## config.mk

```make
export PLATFORM = sky130hd
export DESIGN_NAME = mem_stage_lsu
export DESIGN_NICKNAME = d
export VERILOG_FILES = /design/src/rtl/mem_stage_pkg.sv /design/src/rtl/lsu_align.sv /design/src/rtl/mem_stage_lsu.sv
export SDC_FILE = /design/constraint.sdc
export NUM_CORES = 1
export LEC_CHECK = 0
export ABC_AREA = 1
export BUFFER_PORTS_ARGS = -buffer_cell sky130_fd_sc_hd__buf_4
export CORE_MARGIN = 2
export CORE_UTILIZATION = 52
export DETAILED_ROUTE_END_ITERATION = 8
export PLACE_DENSITY_LB_ADDON = 0.25
export SLEW_MARGIN = 10
export SYNTH_ARGS = -nofsm -noshare
export SYNTH_HDL_FRONTEND = slang
export SYNTH_SLANG_ARGS = --single-unit
export TNS_END_PERCENT = 10
```

## constraint.sdc

```tcl
create_clock -name clk -period 3.52 [get_ports clk]
set_input_delay 0.176 -clock clk [delete_from_list [all_inputs] [get_ports clk]]
set_output_delay 0.176 -clock clk [all_outputs]
set_load 0.01 [all_outputs]
```

## src/rtl/mem_stage_pkg.sv

```systemverilog
// Shared encodings for the MEM-stage load/store unit: access sizes, FSM states, lane masks.
package mem_stage_pkg;

    typedef logic [1:0] size_t;
    localparam size_t SZ_B = 2'd0;
    localparam size_t SZ_H = 2'd1;
    localparam size_t SZ_W = 2'd2;
    localparam size_t SZ_D = 2'd3;

    typedef logic [1:0] state_t;
    localparam state_t IDLE     = 2'd0;
    localparam state_t REQ      = 2'd1;
    localparam state_t WAIT_RSP = 2'd2;
    localparam state_t RETIRE   = 2'd3;

    // Byte-offset bits that must be zero for an access of this size to be aligned.
    function automatic logic [2:0] size_lane_mask(input size_t sz);
        case (sz)
            SZ_B:    return 3'd0;
            SZ_H:    return 3'd1;
            SZ_W:    return 3'd3;
            default: return 3'd7;
        endcase
    endfunction

endpackage

```

## src/rtl/lsu_align.sv

```systemverilog
// Combinational lane handling: store data replication and byte strobes, load extract and extend.
module lsu_align
    import mem_stage_pkg::*;
#(
    parameter int unsigned WORD_BITWIDTH = 32,
    parameter int unsigned LANE_BITS     = $clog2(WORD_BITWIDTH / 8)
) (
    input  size_t                      st_size,
    input  logic [LANE_BITS-1:0]       st_lane,
    input  logic [WORD_BITWIDTH-1:0]   st_data,
    output logic [WORD_BITWIDTH-1:0]   wdata,
    output logic [WORD_BITWIDTH/8-1:0] wstrb,
    input  size_t                      ld_size,
    input  logic                       ld_unsigned,
    input  logic [LANE_BITS-1:0]       ld_lane,
    input  logic [WORD_BITWIDTH-1:0]   ld_data,
    output logic [WORD_BITWIDTH-1:0]   ld_ext
);

    localparam int unsigned NB = WORD_BITWIDTH / 8;

    logic [NB-1:0]            mask;
    logic [WORD_BITWIDTH-1:0] shifted;

    always_comb begin
        wdata = st_data;
        mask  = '1;
        case (st_size)
            SZ_B: begin
                wdata = {NB{st_data[7:0]}};
                mask  = NB'(1);
            end
            SZ_H: begin
                wdata = {(NB / 2){st_data[15:0]}};
                mask  = NB'(3);
            end
            SZ_W: begin
                wdata = {(NB / 4){st_data[31:0]}};
                mask  = NB'(15);
            end
            default: ;
        endcase
        wstrb = mask << st_lane;
    end

    always_comb begin
        shifted = ld_data >> {ld_lane, 3'b000};
        ld_ext  = shifted;
        case (ld_size)
            SZ_B: begin
                if (ld_unsigned) ld_ext = WORD_BITWIDTH'(shifted[7:0]);
                else             ld_ext = WORD_BITWIDTH'($signed(shifted[7:0]));
            end
            SZ_H: begin
                if (ld_unsigned) ld_ext = WORD_BITWIDTH'(shifted[15:0]);
                else             ld_ext = WORD_BITWIDTH'($signed(shifted[15:0]));
            end
            SZ_W: begin
                if (ld_unsigned) ld_ext = WORD_BITWIDTH'(shifted[31:0]);
                else             ld_ext = WORD_BITWIDTH'($signed(shifted[31:0]));
            end
            default: ;
        endcase
    end

endmodule

```

## src/rtl/mem_stage_lsu.sv

```systemverilog
// MEM pipeline stage load/store unit with valid/ready memory request and variable-latency response.
// Optional MEM_STAGE_MISALIGN_TRAP_EN: misaligned accesses retire with misalign=1 and no request.
module mem_stage_lsu
    import mem_stage_pkg::*;
#(
    parameter int unsigned WORD_BITWIDTH    = 32,
    parameter int unsigned REG_NUM_BITWIDTH = 5,
    parameter int unsigned LANE_BITS        = $clog2(WORD_BITWIDTH / 8)
) (
    input  logic                        clk,
    input  logic                        reset,
    input  logic                        in_valid,
    output logic                        in_ready,
    input  logic [WORD_BITWIDTH-1:0]    ALUresult,
    input  logic [WORD_BITWIDTH-1:0]    regReadData2,
    input  logic                        memRead,
    input  logic                        memWrite,
    input  logic                        memToReg,
    input  logic [2:0]                  funct3,
    input  logic [REG_NUM_BITWIDTH-1:0] rd,
    output logic                        mem_req_valid,
    input  logic                        mem_req_ready,
    output logic                        mem_we,
    output logic [WORD_BITWIDTH-1:0]    mem_addr,
    output logic [WORD_BITWIDTH-1:0]    mem_wdata,
    output logic [WORD_BITWIDTH/8-1:0]  mem_wstrb,
    input  logic                        mem_rsp_valid,
    input  logic [WORD_BITWIDTH-1:0]    mem_rdata,
    output logic                        out_valid,
    output logic [REG_NUM_BITWIDTH-1:0] out_rd,
    output logic [WORD_BITWIDTH-1:0]    regWriteData,
    output logic                        stall
`ifdef MEM_STAGE_MISALIGN_TRAP_EN
    ,
    output logic                        misalign
`endif
);

    localparam int unsigned NB = WORD_BITWIDTH / 8;

    state_t                      state;
    size_t                       size_in;
    size_t                       size_q;
    logic [2:0]                  lane_mask3;
    logic [LANE_BITS-1:0]        align_mask;
    logic [LANE_BITS-1:0]        lane_in;
    logic [LANE_BITS-1:0]        lane_eff;
    logic [LANE_BITS-1:0]        lane_q;
    logic                        is_mem;
    logic                        go_mem;
    logic                        uns_q;
    logic                        mtr_q;
    logic                        we_q;
    logic [WORD_BITWIDTH-1:0]    addr_q;
    logic [WORD_BITWIDTH-1:0]    wdata_q;
    logic [NB-1:0]               wstrb_q;
    logic [WORD_BITWIDTH-1:0]    result_q;
    logic [REG_NUM_BITWIDTH-1:0] rd_q;
    logic [WORD_BITWIDTH-1:0]    st_wdata;
    logic [NB-1:0]               st_wstrb;
    logic [WORD_BITWIDTH-1:0]    ld_ext;
`ifdef MEM_STAGE_MISALIGN_TRAP_EN
    logic                        misaligned;
    logic                        misalign_q;
`endif

    always_comb begin
        size_in = size_t'(funct3[1:0]);
        // A 32-bit datapath has no double access; treat it as a word.
        if (WORD_BITWIDTH == 32 && size_in == SZ_D) size_in = SZ_W;
        lane_mask3 = size_lane_mask(size_in);
        align_mask = lane_mask3[LANE_BITS-1:0];
        lane_in    = ALUresult[LANE_BITS-1:0];
        is_mem     = memRead | memWrite;
`ifdef MEM_STAGE_MISALIGN_TRAP_EN
        misaligned = is_mem && ((lane_in & align_mask) != '0);
        lane_eff   = lane_in;
        go_mem     = is_mem && !misaligned;
`else
        lane_eff   = lane_in & ~align_mask;
        go_mem     = is_mem;
`endif
    end

    lsu_align #(
        .WORD_BITWIDTH(WORD_BITWIDTH),
        .LANE_BITS    (LANE_BITS)
    ) u_align (
        .st_size    (size_in),
        .st_lane    (lane_eff),
        .st_data    (regReadData2),
        .wdata      (st_wdata),
        .wstrb      (st_wstrb),
        .ld_size    (size_q),
        .ld_unsigned(uns_q),
        .ld_lane    (lane_q),
        .ld_data    (mem_rdata),
        .ld_ext     (ld_ext)
    );

    always_ff @(posedge clk) begin
        if (reset) begin
            state    <= IDLE;
            size_q   <= SZ_B;
            lane_q   <= '0;
            uns_q    <= 1'b0;
            mtr_q    <= 1'b0;
            we_q     <= 1'b0;
            addr_q   <= '0;
            wdata_q  <= '0;
            wstrb_q  <= '0;
            result_q <= '0;
            rd_q     <= '0;
`ifdef MEM_STAGE_MISALIGN_TRAP_EN
            misalign_q <= 1'b0;
`endif
        end else begin
            case (state)
                IDLE: begin
                    if (in_valid) begin
                        rd_q     <= rd;
                        result_q <= ALUresult;
                        size_q   <= size_in;
                        lane_q   <= lane_eff;
                        uns_q    <= funct3[2];
                        mtr_q    <= memToReg;
`ifdef MEM_STAGE_MISALIGN_TRAP_EN
                        misalign_q <= misaligned;
                        if (misaligned) result_q <= '0;
`endif
                        if (go_mem) begin
                            state   <= REQ;
                            we_q    <= memWrite;
                            addr_q  <= {ALUresult[WORD_BITWIDTH-1:LANE_BITS], {LANE_BITS{1'b0}}};
                            wdata_q <= memWrite ? st_wdata : '0;
                            wstrb_q <= memWrite ? st_wstrb : '0;
                        end else begin
                            state <= RETIRE;
                        end
                    end
                end
                REQ: begin
                    if (mem_req_ready) state <= we_q ? RETIRE : WAIT_RSP;
                end
                WAIT_RSP: begin
                    if (mem_rsp_valid) begin
                        state <= RETIRE;
                        if (mtr_q) result_q <= ld_ext;
                    end
                end
                default: state <= IDLE;
            endcase
        end
    end

    assign in_ready      = (state == IDLE);
    assign mem_req_valid = (state == REQ);
    assign out_valid     = (state == RETIRE);
    assign stall         = in_valid & ~in_ready;
    assign mem_we        = we_q;
    assign mem_addr      = addr_q;
    assign mem_wdata     = wdata_q;
    assign mem_wstrb     = wstrb_q;
    assign out_rd        = rd_q;
    assign regWriteData  = result_q;
`ifdef MEM_STAGE_MISALIGN_TRAP_EN
    assign misalign      = out_valid & misalign_q;
`endif

endmodule

```

==> flow_summary.toml <==
[timing]
finalSetupViolCount = 0
tns_ns = 0
hold_violations = 0
timing.final.crit_share_pct = 72.8
final_max_slew_viol_count = 0
relSlewSlack_pct = 38.6
period_minus_slack_ns = 2.56
rsz0062_at_grt = "no"
timing.final.ws_setup_ns = 0.958
clock-skew-final_ns = 0.0137
worst_pin_slew_ns = 0.918
max_freq_mhz = 390

[layout]
fin_util_pct = 72.2
final_nets = 1090
final_cell_area_sq_um = 7120
multi_input_area_sq_um = 2680
fillCellCount = 857
instances_no_fill = 1112
area_growth_pct = 33.7
layout-drive-gt1-share_pct = 27.9
num_antenna_cells = 0
seq_area_sq_um = 2240

[pwr]
clkPwrFrac_pct = 17.3
power.share.combinational_pct = 45.4
p_sw_share_pct = 40.9
p_leak_nw = 3.47
power_density_nw_per_um2 = 675
internal_power_mw = 2.84
ir_drop_mv = 0.434
p_switching_mw = 1.96
seqPwrFrac_pct = 37.2

[clock_tree]
cts_buffers = 9
cts_root_buf = "clkbuf_8"
cts_tree = "done"
clock_sinks = 112
cts.path.max_buffers = 2
postCtsResizedCells = 0
clk_latency_ns = 0.39
htree_levels = 3
post_cts_buffers = 0
cts_hold_buffers = 0
clk_pin_slew_ns = 0.11

[drt]
firstDrtPassIters = 5
drtAntennaViolNets = 0
wl_um = 16400
num_vias = 5811
drc = 0
routed_via_density = 5.23
dr.first_iter.drc_count = 284
wl_per_cell_um = 14.7

[critical_path]
required_ns = 3.80
critPathKind = "reg -> reg"
end_kind = "flip-flop"
path_max_fanout = 64
cp.arrival_ns = 2.84
startpoint_type = "flip-flop"

[yosys]
syn-instance-count = 791
avgSynthCellArea_sq_um = 6.73
ys_ff_latch = 112
synth_area_sq_um = 5330
yosys_warnings = 0
ys_types = 25
synth-seq-area-share_pct = 42.1

[die]
die_w_um = 105
placementRows = 36
die_h_um = 105
start_util_pct = 54.0
die_area_sq_um = 11100
pin_count = 222
core_area_sq_um = 9860

[place]
io_buffers = 219
placed_cells = 1096
hpwlAfterDp_um = 11700
placed_cell_area_sq_um = 6910
pre_cts_slack_ns = 1.02
gp_congestion = 0.886

[hold_path]
hp-class = "in -> reg"

[flow_run]
drv_cap = 0

[global_route]
antenna_found_initial = 0
grt_remaining_overflow = 0
grt_use_total_pct = 28.7
grt_pass1_vias = 5365
grt_pass1_wl_um = 25900
grt_max_degree = 65

[outcome]
status = "finished, final reports clean"
area by class of cell:
cell class	instances	area share (%)
clock buffer	10	1.93
inverter	33	1.74
tap	133	2.34
clock inverter	6	1.04
sequential	112	31.5
multi-input combinational	592	37.6
timing repair buffer	226	23.8
state kept, by name, summed over array words and instances (netlist names), 2 cells and up:
| name | cells |
|---|---|
| mem_wstrb | 4 |
| mem_wdata | 32 |
| mem_addr | 30 |
| regWriteData | 32 |
| out_rd | 5 |
| lane_q | 2 |
| size_q | 2 |
| state | 2 |
synth_stat cells:
cell type	count	share of area, %
conb_1	1	0.070
inv_2	4	0.28
o21ai_0	65	6.1
a22oi_1	2	0.28
nor2_1	129	9.1
clkbuf_1	32	2.3
nand2_1	189	13
o211ai_1	2	0.28
inv_1	26	1.8
buf_6	6	1.3
buf_4	6	0.85
nand3_1	41	3.9
nand3_2	3	0.56
dfxtp_1	112	42
and3_1	1	0.12
a31oi_1	6	0.70
o22ai_1	9	1.1
clkinv_1	3	0.21
o21ai_1	33	3.1
buf_2	10	0.94
nor3_4	1	0.31
a21oi_1	83	7.8
ha_1	4	0.94
or2_2	22	2.6
buf_1	1	0.070
worst paths after layout:
| kind | start | to | slack, ns | cells after the start |
|---|---|---|---|---|
| min reg2reg | mem_wstrb[2]$_SDFFE_PP0P_ | mem_wstrb[2]$_SDFFE_PP0P_ | 0.47 | 2 |
| max reg2reg | state[0]$_SDFFE_PP0P_ | regWriteData[1]$_SDFFE_PP0P_ | 0.96 | 8 |
| max | state[0]$_SDFFE_PP0P_ | regWriteData[1]$_SDFFE_PP0P_ | 0.96 | 8 |
| min | ALUresult[28] | mem_addr[28]$_SDFFE_PP0P_ | 0.04 | 3 |
power by group through the flow:
stage                     Sequential, mW  Combinational [mW]  Clock [mW]
after floorplan                     1.91                1.28           0
after global placement              1.81                2.12           0
after detailed placement            1.81                2.17           0
after CTS                           1.78                2.17       0.833
after global routing                1.82                2.42       0.887
final                               1.79                2.18       0.832
critical path, cell delays in order (launching register included):
cell,delay [ns]
dfxtp_1,0.35
inv_1,0.09
ha_1,0.70
nor2_1,0.21
nor3_4,0.19
buf_4,0.54
o21ai_0,0.19
nor2_1,0.12
nor2_1,0.04
per-stage QoR:
stage                     total power, mW  hold slack, ns
after floorplan                      3.19           0.320
after global placement               3.93           0.431
after detailed placement             3.97           0.447
after CTS                            4.79          0.0341
after global routing                 5.13          0.0455
final                                4.80          0.0396
cells by family (layout without fill, tap and decap cells):
logic type | count (synthesis) | after routing | synth area share (%)
flip-flops | 112 | 112 | 42.1
AO/OA/AOI/OAI | 200 | 200 | 19.3
buffers and inverters | 88 | 275 | 7.71
adder cells (fa/ha/maj) | 4 | 4 | 0.940
AND/OR/NAND/NOR | 386 | 386 | 29.8
other | 1 | 2 | 0.0704
routing by layer:
| metal | vias to the layer above | global-route usage (%) | wire, um |
|---|---|---|---|
| li1 | 2937 | - | - |
| met1 | 2587 | 35.8 | 6790 |
| met2 | 263 | 48.1 | 7780 |
| met3 | 24 | 8.30 | 1530 |
| met4 | 0 | 8.29 | 293 |
| met5 | - | 0 | 0 |
placed cells by master (no fill, tap or decap), drive strengths merged:
| cell | n |
|---|---|
| a21oi | 83 |
| a22oi | 2 |
| a31oi | 6 |
| and3 | 1 |
| buf | 226 |
| bufinv | 1 |
| clkbuf | 10 |
| clkinv | 5 |
| conb | 2 |
| dfxtp | 112 |
| ha | 4 |
| inv | 33 |
| nand2 | 189 |
| nand3 | 44 |
| nor2 | 129 |
| nor3 | 1 |
| o211ai | 2 |
| o21ai | 98 |
| o22ai | 9 |
| or2 | 22 |
Note: power is estimated with default switching activity, not from simulation.
